$ cat src/rtl/bus_timer_slave.sv
// 32-bit interval timer bus slave: CTRL/INTR/EXPIRE/COUNTER registers, level irq, one-wait-state registered reads.
// Optional macro TIMER_PRESCALER_EN adds CTRL[15:8] prescale so one tick is generated every PSC+1 cycles.
module bus_timer_slave #(
  parameter int WORD_W = 32,
  parameter int ADDR_W = 2
) (
  input  logic              clk_i,
  input  logic              reset_i,
  input  logic              cs_i,
  input  logic              as_i,
  input  logic              rw_i,
  input  logic [ADDR_W-1:0] addr_i,
  input  logic [WORD_W-1:0] wr_data_i,
  output logic [WORD_W-1:0] rd_data_o,
  output logic              rdy_o,
  output logic              irq_o
);

  localparam logic [ADDR_W-1:0] A_CTRL   = ADDR_W'(0);
  localparam logic [ADDR_W-1:0] A_INTR   = ADDR_W'(1);
  localparam logic [ADDR_W-1:0] A_EXPIRE = ADDR_W'(2);
  localparam logic [ADDR_W-1:0] A_COUNT  = ADDR_W'(3);

  logic              start_q, start_d;
  logic              periodic_q, periodic_d;
  logic              flag_q, flag_d;
  logic [WORD_W-1:0] expire_q, expire_d;
  logic [WORD_W-1:0] count_q, count_d;
  logic [WORD_W-1:0] rd_data_q, rd_data_d;
  logic              rdy_q, rdy_d;

  logic              access, wr_en, rd_en, ctrl_wr, tick, expire_ev;
  logic [WORD_W-1:0] ctrl_val, rd_val;

  assign access    = cs_i & as_i;
  assign wr_en     = access & ~rw_i;
  assign rd_en     = access & rw_i;
  assign ctrl_wr   = wr_en && (addr_i == A_CTRL);
  assign expire_ev = tick && (count_q == expire_q);

`ifdef TIMER_PRESCALER_EN
  logic [7:0] psc_q, psc_d, pre_q, pre_d;

  assign tick  = start_q && (pre_q == psc_q);
  assign psc_d = ctrl_wr ? wr_data_i[15:8] : psc_q;
  // Prescale phase restarts whenever the timer is stopped or reprogrammed.
  assign pre_d = (!start_q || ctrl_wr || tick) ? 8'd0 : pre_q + 8'd1;

  always_ff @(posedge clk_i or posedge reset_i) begin
    if (reset_i) begin
      psc_q <= 8'd0;
      pre_q <= 8'd0;
    end else begin
      psc_q <= psc_d;
      pre_q <= pre_d;
    end
  end
`else
  assign tick = start_q;
`endif

  always_comb begin
    ctrl_val    = '0;
    ctrl_val[0] = start_q;
    ctrl_val[1] = periodic_q;
`ifdef TIMER_PRESCALER_EN
    ctrl_val[15:8] = psc_q;
`endif
    rd_val = '0;
    case (addr_i)
      A_CTRL:   rd_val = ctrl_val;
      A_INTR:   rd_val[0] = flag_q;
      A_EXPIRE: rd_val = expire_q;
      A_COUNT:  rd_val = count_q;
    endcase
  end

  always_comb begin
    start_d    = start_q;
    periodic_d = periodic_q;
    flag_d     = flag_q;
    expire_d   = expire_q;
    count_d    = count_q;
    rdy_d      = access;
    rd_data_d  = rd_en ? rd_val : '0;

    if (tick) count_d = expire_ev ? '0 : count_q + WORD_W'(1);
    if (expire_ev && !periodic_q) start_d = 1'b0;
    if (wr_en && addr_i == A_INTR && wr_data_i[0]) flag_d = 1'b0;
    if (expire_ev) flag_d = 1'b1;

    // Bus writes are applied last so they override timer-side updates.
    if (ctrl_wr) begin
      start_d    = wr_data_i[0];
      periodic_d = wr_data_i[1];
    end
    if (wr_en && addr_i == A_EXPIRE) expire_d = wr_data_i;
    if (wr_en && addr_i == A_COUNT)  count_d  = wr_data_i;
  end

  always_ff @(posedge clk_i or posedge reset_i) begin
    if (reset_i) begin
      start_q    <= 1'b0;
      periodic_q <= 1'b0;
      flag_q     <= 1'b0;
      expire_q   <= '0;
      count_q    <= '0;
      rd_data_q  <= '0;
      rdy_q      <= 1'b0;
    end else begin
      start_q    <= start_d;
      periodic_q <= periodic_d;
      flag_q     <= flag_d;
      expire_q   <= expire_d;
      count_q    <= count_d;
      rd_data_q  <= rd_data_d;
      rdy_q      <= rdy_d;
    end
  end

  assign rd_data_o = rd_data_q;
  assign rdy_o     = rdy_q;
  assign irq_o     = flag_q;

endmodule

$ cat config.mk
export PLATFORM = sky130hd
export DESIGN_NAME = bus_timer_slave
export DESIGN_NICKNAME = d
export VERILOG_FILES = /design/src/rtl/bus_timer_slave.sv
export SDC_FILE = /design/constraint.sdc
export NUM_CORES = 1
export LEC_CHECK = 0
export ABC_AREA = 1
export CAP_MARGIN = 20
export CORE_MARGIN = 3
export CORE_UTILIZATION = 53
export DETAILED_ROUTE_END_ITERATION = 8
export MAX_ROUTING_LAYER = met4
export PLACE_DENSITY = 0.77
export RECOVER_POWER = 100
export SYNTH_ARGS = -nofsm -noshare
export SYNTH_HDL_FRONTEND = slang
export SYNTH_SLANG_ARGS = --single-unit
$ cat constraint.sdc
create_clock -name clk_i -period 5.25 [get_ports clk_i]
set_input_delay 1.575 -clock clk_i [delete_from_list [all_inputs] [get_ports clk_i]]
set_output_delay 1.575 -clock clk_i [all_outputs]
set_load 0.1 [all_outputs]
==> impl_metrics.ini, run 1 <==
[grt]
antenna_found_initial = 0
grt-ovfl-total = 0
grt_usage_pct = 27.1
grt_pass1_vias = 4999
grt_first_pass_wirelength_um = 25800
grt_max_degree = 63

[die]
fp.dieW_um = 111
num_rows = 37
io_pins = 73
dieArea_um2 = 12200
start_util_pct = 55.4
fp.dieH_um = 111
fp.coreArea_um2 = 10500

[detailed_routing]
drt_first_iter_violations = 405
postRouteAntennaNets = 0
via_per_inst = 5.42
drt-pass1-iter-count = 5
wire_per_inst_um = 16.4
drc = 0
drt-total-wl_um = 15700
dr_total_vias = 5193

[logic_synthesis]
yosys.area.top_type = dfrtp_1
syn_area_um2 = 5790
muxShareOfSynthArea_pct = 0
synth_top_family_by_area = simple AND/OR/NAND/NOR gates
synth_edf_count = 0
ys.flop_type = dfrtp_1
syn_avg_cell_area_um2 = 7.55
seq_area_frac_synth_pct = 43.2
synth_area_leaders = dfrtp_1 (43%), nand2_1 (15%), inv_1 (5.7%)
synthXorXnorAreaFrac_pct = 5.59
yosysMostFrequentCell = nand2_1
synth_cells = 767
yosys_warnings = 0
synth_nets = 807
synthTopCellsByCount = nand2_1 (229), dfrtp_1 (100), inv_1 (88), nor2_1 (52), a21oi_1 (44)
synth-seq-cells = 100
synth_top_area_share_pct = 43.2
async_flop_share_pct = 100
synth_fa_ha_area_share_pct = 0.216
ys_types = 39
synth_compound_area_share_pct = 12.3
synth-simple-area-share_pct = 29.1

[finish]
fin_nets = 858
post-route-util_pct = 64.3
area_delta_synth_final_pct = 16.2
n_antenna_cell = 0
final_area_um2 = 6730
drive_gt1_share_pct = 7.41

[setup_path]
slowest_stage = nor2_1
arrival_ps = 4530
cp-end-kind = flop
crit_path_cell_trace = dlygate4sd3_1, nor2_1, nand2_1, clkbuf_2, o21ai_0
critPathMaxFanout = 62
critPathKind = primary input to flop
required_ps = 5530
cp-start-kind = primary input
cpPeakStageDelay_ps = 1040

[clocking]
cts_tree = yes
clk_path_buf_depth = 2
clock-root-buffer = clkbuf_8
h-tree-depth = 3
numCtsBuffers = 9
cts-resized-gates = 0
cts.sinks = 100
cts_hold_buf = 0
clk_latency_ps = 390
cts_setup_buffers = 0
cts.reportedPaths.clkPinSlew_ps = 100

[sta]
final_hold_viol_count = 0
slew_headroom_pct = -59.5
setup_viol = 0
tightest_slew_ps = 2380
slew_viol_final = 84
fin_worst_skew_ps = 9.46
min_period_ps = 4250
rsz0062_at_grt = no
totalNegativeSetupSlack_ps = 0
layout_worst_path_cycle_share_pct = 81.0
fmax_mhz = 235

[outcome]
status = complete, but fails checks
violations = capacitance limit, slew limit

[power]
power_density_nw_per_um2 = 392
leakage_nw = 3.20
ir_drop_mv = 0.254

[placed_design]
dp_hpwl_um = 11300
numPortBuffers = 72
place_area_um2 = 6540
routabilityCongestion = 0.940

[job]
cap_violations = 2

[hold_path]
hold_path_class = flop to flop
==> final timing paths <==
kind,start,endpoint,slack (ps),depth (start not counted)
max,addr_i[0],expire_q[26],1000,5
min,periodic_q,periodic_q,520,2
max reg2reg,start_q,count_q[28],2790,4
min in group asynchronous,reset_i,count_q[26],2290,2
max in group asynchronous,reset_i,rdy_o,1750,3
min reg2reg,periodic_q,periodic_q,520,2
==> where the power goes <==
group,switching [W],leakage (nW),internal (W)
logic,0.000538,1.80,0.000352
clock network,0.000277,0.109,0.000267
registers,0.000276,1.29,0.000929
==> metrics by stage <==
stage               total power [W]  hold WS (ps)  cells  setup slack (ps)
global placement            0.00208           502    943              1280
global route                0.00282           559    959               743
finish                      0.00264           522    959               998
detailed placement          0.00210           504    943              1110
floorplan                   0.00189           470    767              1060
CTS                         0.00265           527    959              1530
==> critical path: cells and delay by family <==
family,cells,cell delay (ps)
buffers and inverters,2,1310
AO/OA/AOI/OAI,1,480
AND/OR/NAND/NOR,2,1150
==> layer usage <==
metal | wire [µm] | global-route usage, % | vias to the layer above | share of wire (%)
li1 | - | - | 2556 | -
met3 | 804 | 6.36 | 22 | 5.1
met4 | 221 | 6.24 | 0 | 1.4
met1 | 7290 | 36.2 | 2469 | 46
met2 | 7390 | 42.4 | 146 | 47
met5 | 0 | - | - | 0
==> kinds of logic after synthesis <==
group	Yosys count
AOI/OAI and AO/OA	117
adders and majority gates	1
buffers and inverters	133
xor gates and xnor gates	37
DFF	100
and+or+nand+nor	379
==> flip-flops by register name, summed over array words and instances, names as in the netlist <==
signal	cells
count_q	32
expire_q	32
irq_o	1
periodic_q	1
rd_data_o	32
rdy_o	1
start_q	1
==> placed cells by master, fill, tap and decap left out, types with 2 or more instances in the layout <==
cell / netlist / routed
nand2_1: 229 / 229
dfrtp_1: 100 / 100
inv_1: 88 / 87
nor2_1: 52 / 54
a21oi_1: 44 / 44
nand3_1: 39 / 39
dlygate4sd3_1: 0 / 37
clkdlybuf4s50_1: 0 / 35
o21ai_0: 31 / 31
xor2_1: 26 / 26
nand4_1: 19 / 19
o22ai_1: 17 / 17
xnor2_1: 11 / 11
o21bai_2: 11 / 11
o21bai_1: 10 / 10
clkbuf_8: 0 / 9
nor3_1: 8 / 8
nor2_4: 7 / 6
inv_2: 6 / 5
nand3_2: 5 / 5
nor2_2: 6 / 5
buf_4: 5 / 4
nand2_2: 3 / 3
clkinv_2: 0 / 3
nor3_2: 2 / 2
or2_1: 2 / 2
bufinv_16: 0 / 2
clkbuf_1: 17 / 2
==> layout make-up <==
type,instances,area (µm²)
fill,977,3730
multi-input combinational,534,2730
sequential,100,2500
timing repair buffer,79,763
inverter,94,354
tap,136,170
clock buffer,9,124
clock inverter,7,91.3
No activity file was read; power rests on OpenSTA's default activity.
==> run 2, diff against run 1 <==
==> constraint.sdc (replaced) <==
create_clock -name clk_i -period 4.2 [get_ports clk_i]
set_input_delay 1.26 -clock clk_i [delete_from_list [all_inputs] [get_ports clk_i]]
set_output_delay 1.26 -clock clk_i [all_outputs]
set_load 0.1 [all_outputs]
==> run 2 against run 1 <==
  * The flow still finishes with violations (capacitance limit, slew limit)
  * Sequential power rose by 25%
  * Hold slack improved by 16 ps
  * Routed wire length decreased by 3.6%
  * Via count is 1.5% lower
  * Clock skew about the same
  * Register-to-register slack got worse by 930 ps
  * Utilization unchanged
  * Non-clock buffer count rose by 3
  * Cell count increased by 0.10%
  * Critical path depth is 1 higher
  * Clock power increased by 15%
==> impl_metrics.ini, run 2 (synthesis results as in run 1) <==
[detailed_routing]
dr_total_vias = 5114
postRouteAntennaNets = 0
drt_first_iter_violations = 480
drt-pass1-iter-count = 6
via_per_inst = 5.33
drt-total-wl_um = 15100
drc = 0
wire_per_inst_um = 15.8

[job]
cap_violations = 1

[clocking]
cts_tree = yes
h-tree-depth = 3
cts.sinks = 100
cts_setup_buffers = 0
clock-root-buffer = clkbuf_8
numCtsBuffers = 9
cts_hold_buf = 0
clk_latency_ps = 370
cts.reportedPaths.clkPinSlew_ps = 90
clk_path_buf_depth = 2
cts-resized-gates = 0

[sta]
tightest_slew_ps = 2010
totalNegativeSetupSlack_ps = 0
slew_viol_final = 51
min_period_ps = 3470
final_hold_viol_count = 0
layout_worst_path_cycle_share_pct = 82.6
fmax_mhz = 288
rsz0062_at_grt = no
slew_headroom_pct = -34.0
holdWs_ps = 538
setup_viol = 0
fin_worst_skew_ps = 9.62

[grt]
grt_pass1_vias = 5178
grt_first_pass_wirelength_um = 25900
grt_usage_pct = 26.5
antenna_found_initial = 0
grt_max_degree = 52
grt-ovfl-total = 0

[finish]
seq_area_um2 = 2500
final_area_um2 = 6730
final_common_cell = nand2_1
nFillCells = 972
fin_nets = 861
drive_gt1_share_pct = 7.16
multiInputGateArea_um2 = 2730
layout_common_cells = nand2_1 (229), dfrtp_1 (100), inv_1 (88), nor2_1 (53), a21oi_1 (44)
n_antenna_cell = 0
post-route-util_pct = 64.3
area_delta_synth_final_pct = 16.2

[setup_path]
arrival_ps = 3650
critPathKind = primary input to flop
cp-start-kind = primary input
required_ps = 4380
critPathMaxFanout = 35
cp-end-kind = flop

[power]
power_density_nw_per_um2 = 483
leakage_nw = 3.21
power_w = 0.00325
ir_drop_mv = 0.226

[placed_design]
numPortBuffers = 72
dp_hpwl_um = 11200
place_area_um2 = 6570
routabilityCongestion = 0.948

[die]
io_pins = 73
fp.dieW_um = 111
fp.dieH_um = 111
dieArea_um2 = 12200
start_util_pct = 55.4
fp.coreArea_um2 = 10500
num_rows = 37

[hold_path]
hold_path_class = flop to flop

[outcome]
status = complete, but fails checks
violations = capacitance limit, slew limit
==> run 2: final cells by class <==
| class | instances | share of cell area [%] |
|---|---|---|
| tap | 136 | 2.53 |
| clock inverter | 2 | 0.521 |
| timing repair buffer | 82 | 11.7 |
| clock buffer | 12 | 2.31 |
| multi-input combinational | 534 | 40.5 |
| sequential | 100 | 37.2 |
| inverter | 94 | 5.24 |
==> run 2: worst paths after layout <==
| path | from | to | slack [ps] | depth (start not counted) |
|---|---|---|---|---|
| min in group asynchronous | reset_i | expire_q[28] | 1980 | 2 |
| max in group asynchronous | reset_i | expire_q[4] | 1060 | 2 |
| min | expire_q[9] | rd_data_o[9] | 540 | 2 |
| max reg2reg | start_q | count_q[10] | 1860 | 9 |
| max | addr_i[0] | expire_q[29] | 730 | 6 |
| min reg2reg | expire_q[9] | rd_data_o[9] | 540 | 2 |
==> run 2: power by group <==
group	switching, W	total, W	leakage, nW	internal (W)
Sequential	0.000339	0.00150	1.29	0.00116
Combinational	0.000674	0.00112	1.82	0.000446
Clock	0.000327	0.000628	0.0983	0.000301
==> run 2: layer usage <==
| metal | up-vias | global-route usage [%] | share of wire [%] |
|---|---|---|---|
| met5 | - | - | 0 |
| met2 | 174 | 40.0 | 46 |
| met1 | 2387 | 37.9 | 47 |
| li1 | 2536 | - | - |
| met4 | 0 | 7.06 | 1.3 |
| met3 | 17 | 3.67 | 5.9 |
==> run 2: per-stage QoR <==
stage,setup slack [ps],cells
2_1_floorplan,321,767
3_3_place_gp,1060,946
3_5_place_dp,980,946
4_1_cts,1050,960
5_1_grt,526,960
6_report,732,960
==> run 2: worst max-delay path, cell delays in order <==
cell and delay (ps):
dlygate4sd3_1 640, nor2_2 60, buf_4 260, nand2_1 140, clkbuf_1 1010, o21ai_0 240
==> run 3, diff against run 2 <==
--- a/config.mk
+++ b/config.mk
@@ -8,7 +8,7 @@
 export ABC_AREA = 1
 export CAP_MARGIN = 20
 export CORE_MARGIN = 3
-export CORE_UTILIZATION = 53
+export CORE_UTILIZATION = 51
 export DETAILED_ROUTE_END_ITERATION = 8
 export MAX_ROUTING_LAYER = met4
 export PLACE_DENSITY = 0.77
==> constraint.sdc (replaced) <==
create_clock -name clk_i -period 3.1 [get_ports clk_i]
set_input_delay 0.93 -clock clk_i [delete_from_list [all_inputs] [get_ports clk_i]]
set_output_delay 0.93 -clock clk_i [all_outputs]
set_load 0.1 [all_outputs]
==> run 3 against run 2 <==
  * Critical path type unchanged
  * Clock skew down 1.8 ps
  * Combinational power up 38%
  * Utilization down 4.0 points
  * Sequential share of layout area up 0.58 points
  * The run now ends clean
  * Worst setup slack worse by 300 ps
==> impl_metrics.ini, run 3 (synthesis results as in run 1) <==
[sta]
rsz0062_at_grt = no
layout_worst_path_cycle_share_pct = 85.9
final_hold_viol_count = 0
fmax_mhz = 376
setup_viol = 0
slew_viol_final = 0
totalNegativeSetupSlack_ps = 0
tightest_slew_ps = 1360
fin_worst_skew_ps = 7.82
min_period_ps = 2660
slew_headroom_pct = 9.56

[clocking]
cts-resized-gates = 0
cts_tree = yes
cts_hold_buf = 0
clk_latency_ps = 350
cts_setup_buffers = 0
cts.sinks = 100
cts.reportedPaths.clkPinSlew_ps = 60
numCtsBuffers = 9
clk_path_buf_depth = 2
h-tree-depth = 3
clock-root-buffer = clkbuf_16

[grt]
grt_first_pass_wirelength_um = 25700
antenna_found_initial = 0
grt_max_degree = 101
grt_pass1_vias = 5144
grt_usage_pct = 26.3
grt-ovfl-total = 0

[die]
fp.dieH_um = 113
io_pins = 73
start_util_pct = 52.7
fp.dieW_um = 113
dieArea_um2 = 12700
num_rows = 38
fp.coreArea_um2 = 11000

[power]
switching_share_pct = 40.5
ir_drop_mv = 0.617
p_clk_share_pct = 22.0
pwr-share-comb_pct = 33.8
power_w = 0.00457
seqPwrFrac_pct = 44.2
power_density_nw_per_um2 = 690
p_switching_w = 0.00185
leakage_nw = 3.07
intPower_w = 0.00272

[finish]
n_antenna_cell = 0
finalNonFillerCells = 971
fin_nets = 867
nFillCells = 1004
drive_gt1_share_pct = 7.58
final_common_cell = nand2_1
layout_common_cells = nand2_1 (229), dfrtp_1 (100), inv_1 (88), nor2_1 (53), a21oi_1 (44)
area_delta_synth_final_pct = 14.4

[hold_path]
hold_path_class = flop to flop
hold_depth = 2

[setup_path]
reg2reg_slack_ps = 910
critPathKind = primary input to flop
startpoint = cs_i
cp-end-kind = flop
crit_path_cell_trace = dlygate4sd3_1, nand2_1, nor2_4, inv_1, nor2_1, inv_1, nand3_1, clkbuf_2, o21bai_1
r2r_end = count_q[21]
cp.buffers_inverters = 4
cpPeakStageDelay_ps = 520
cp-start-kind = primary input
crit_end = count_q[21]
r2r_cells = 11
critPathMaxFanout = 13
cp_top_family = buffers and inverters
crit_cells = 9
crit_top_cell = inv_1
arrival_ps = 2880
slowest_stage = dlygate4sd3_1
required_ps = 3320
r2r-start = start_q

[detailed_routing]
drt_first_iter_violations = 361
dr_total_vias = 5214
wirelength_met1_um = 6890
wire_per_inst_um = 16.0
routed.top_layer = met4
drt-pass1-iter-count = 5
drt-total-wl_um = 15500
drc = 0
postRouteAntennaNets = 0
via_per_inst = 5.37
route.met3.wl_um = 763
met2_length_um = 7510

[placed_design]
numPortBuffers = 72
placed_cells = 956
dp_hpwl_um = 11300
routabilityCongestion = 0.927

[job]
cap_violations = 0

[outcome]
status = finished clean
run 3: cell count changes in the layout (fill, tap and decap cells not counted), moves of 6 or more:
| cell | delta |
|---|---|
| buf_4 | +6 |
| clkbuf_1 | +35 |
| clkbuf_16 | +9 |
| clkbuf_8 | -11 |
| dlygate4sd3_1 | -34 |
run 3: power groups by stage:
| stage | logic, W | registers (W) | clock network (W) |
|---|---|---|---|
| after floorplan | 0.00128 | 0.00191 | 0 |
| after global placement | 0.00152 | 0.00202 | 0 |
| after detailed placement | 0.00155 | 0.00203 | 0 |
| after CTS | 0.00157 | 0.00201 | 0.00103 |
| after global routing | 0.00174 | 0.00207 | 0.00109 |
| final | 0.00154 | 0.00202 | 0.00101 |
run 3: worst register-to-register path, cell delays in order (launching register included):
cell	delay (ps)
dfrtp_1	330
buf_4	200
inv_1	140
a21oi_1	140
nand2_1	80
nor2_1	120
nand2_1	60
nor2_1	170
nand3_1	250
nand3_1	160
clkbuf_2	320
o21bai_1	110
run 3: worst min path at each step:
| stage | start | end | slack [ps] |
|---|---|---|---|
| after floorplan | periodic_q | periodic_q | 470 |
| after global placement | periodic_q | periodic_q | 500 |
| after detailed placement | expire_q[16] | expire_q[16] | 510 |
| after CTS | expire_q[16] | expire_q[16] | 520 |
| after global routing | expire_q[16] | expire_q[16] | 540 |
| final | expire_q[16] | expire_q[16] | 510 |
run 3: area by class of cell:
class                   count  area, µm²  share of cell area (%)
clock buffers              12        236                    3.57
clock inverters             3       15.0                   0.227
inverters                  94        357                    5.38
multi-input cells         534       2720                    41.0
flip-flops and latches    100       2500                    37.8
well taps                 140        175                    2.64
repair buffers             88        623                    9.40
run 3: metrics by stage:
stage	area [µm²]	hold slack (ps)	utilization [%]	setup WS, ps
after detailed placement	6550	506	59.6	376
final	6630	515	60.3	437
after global placement	6550	500	59.6	430
after CTS	6800	520	61.9	755
after global routing	6630	545	60.3	308
after floorplan	5800	470	-	980
run 3: layer usage:
metal  vias up  track usage (%)
met4         0             9.21
li1       2557                -
met3        31             6.15
met2       144             41.8
met1      2482             33.0
met5         -                -
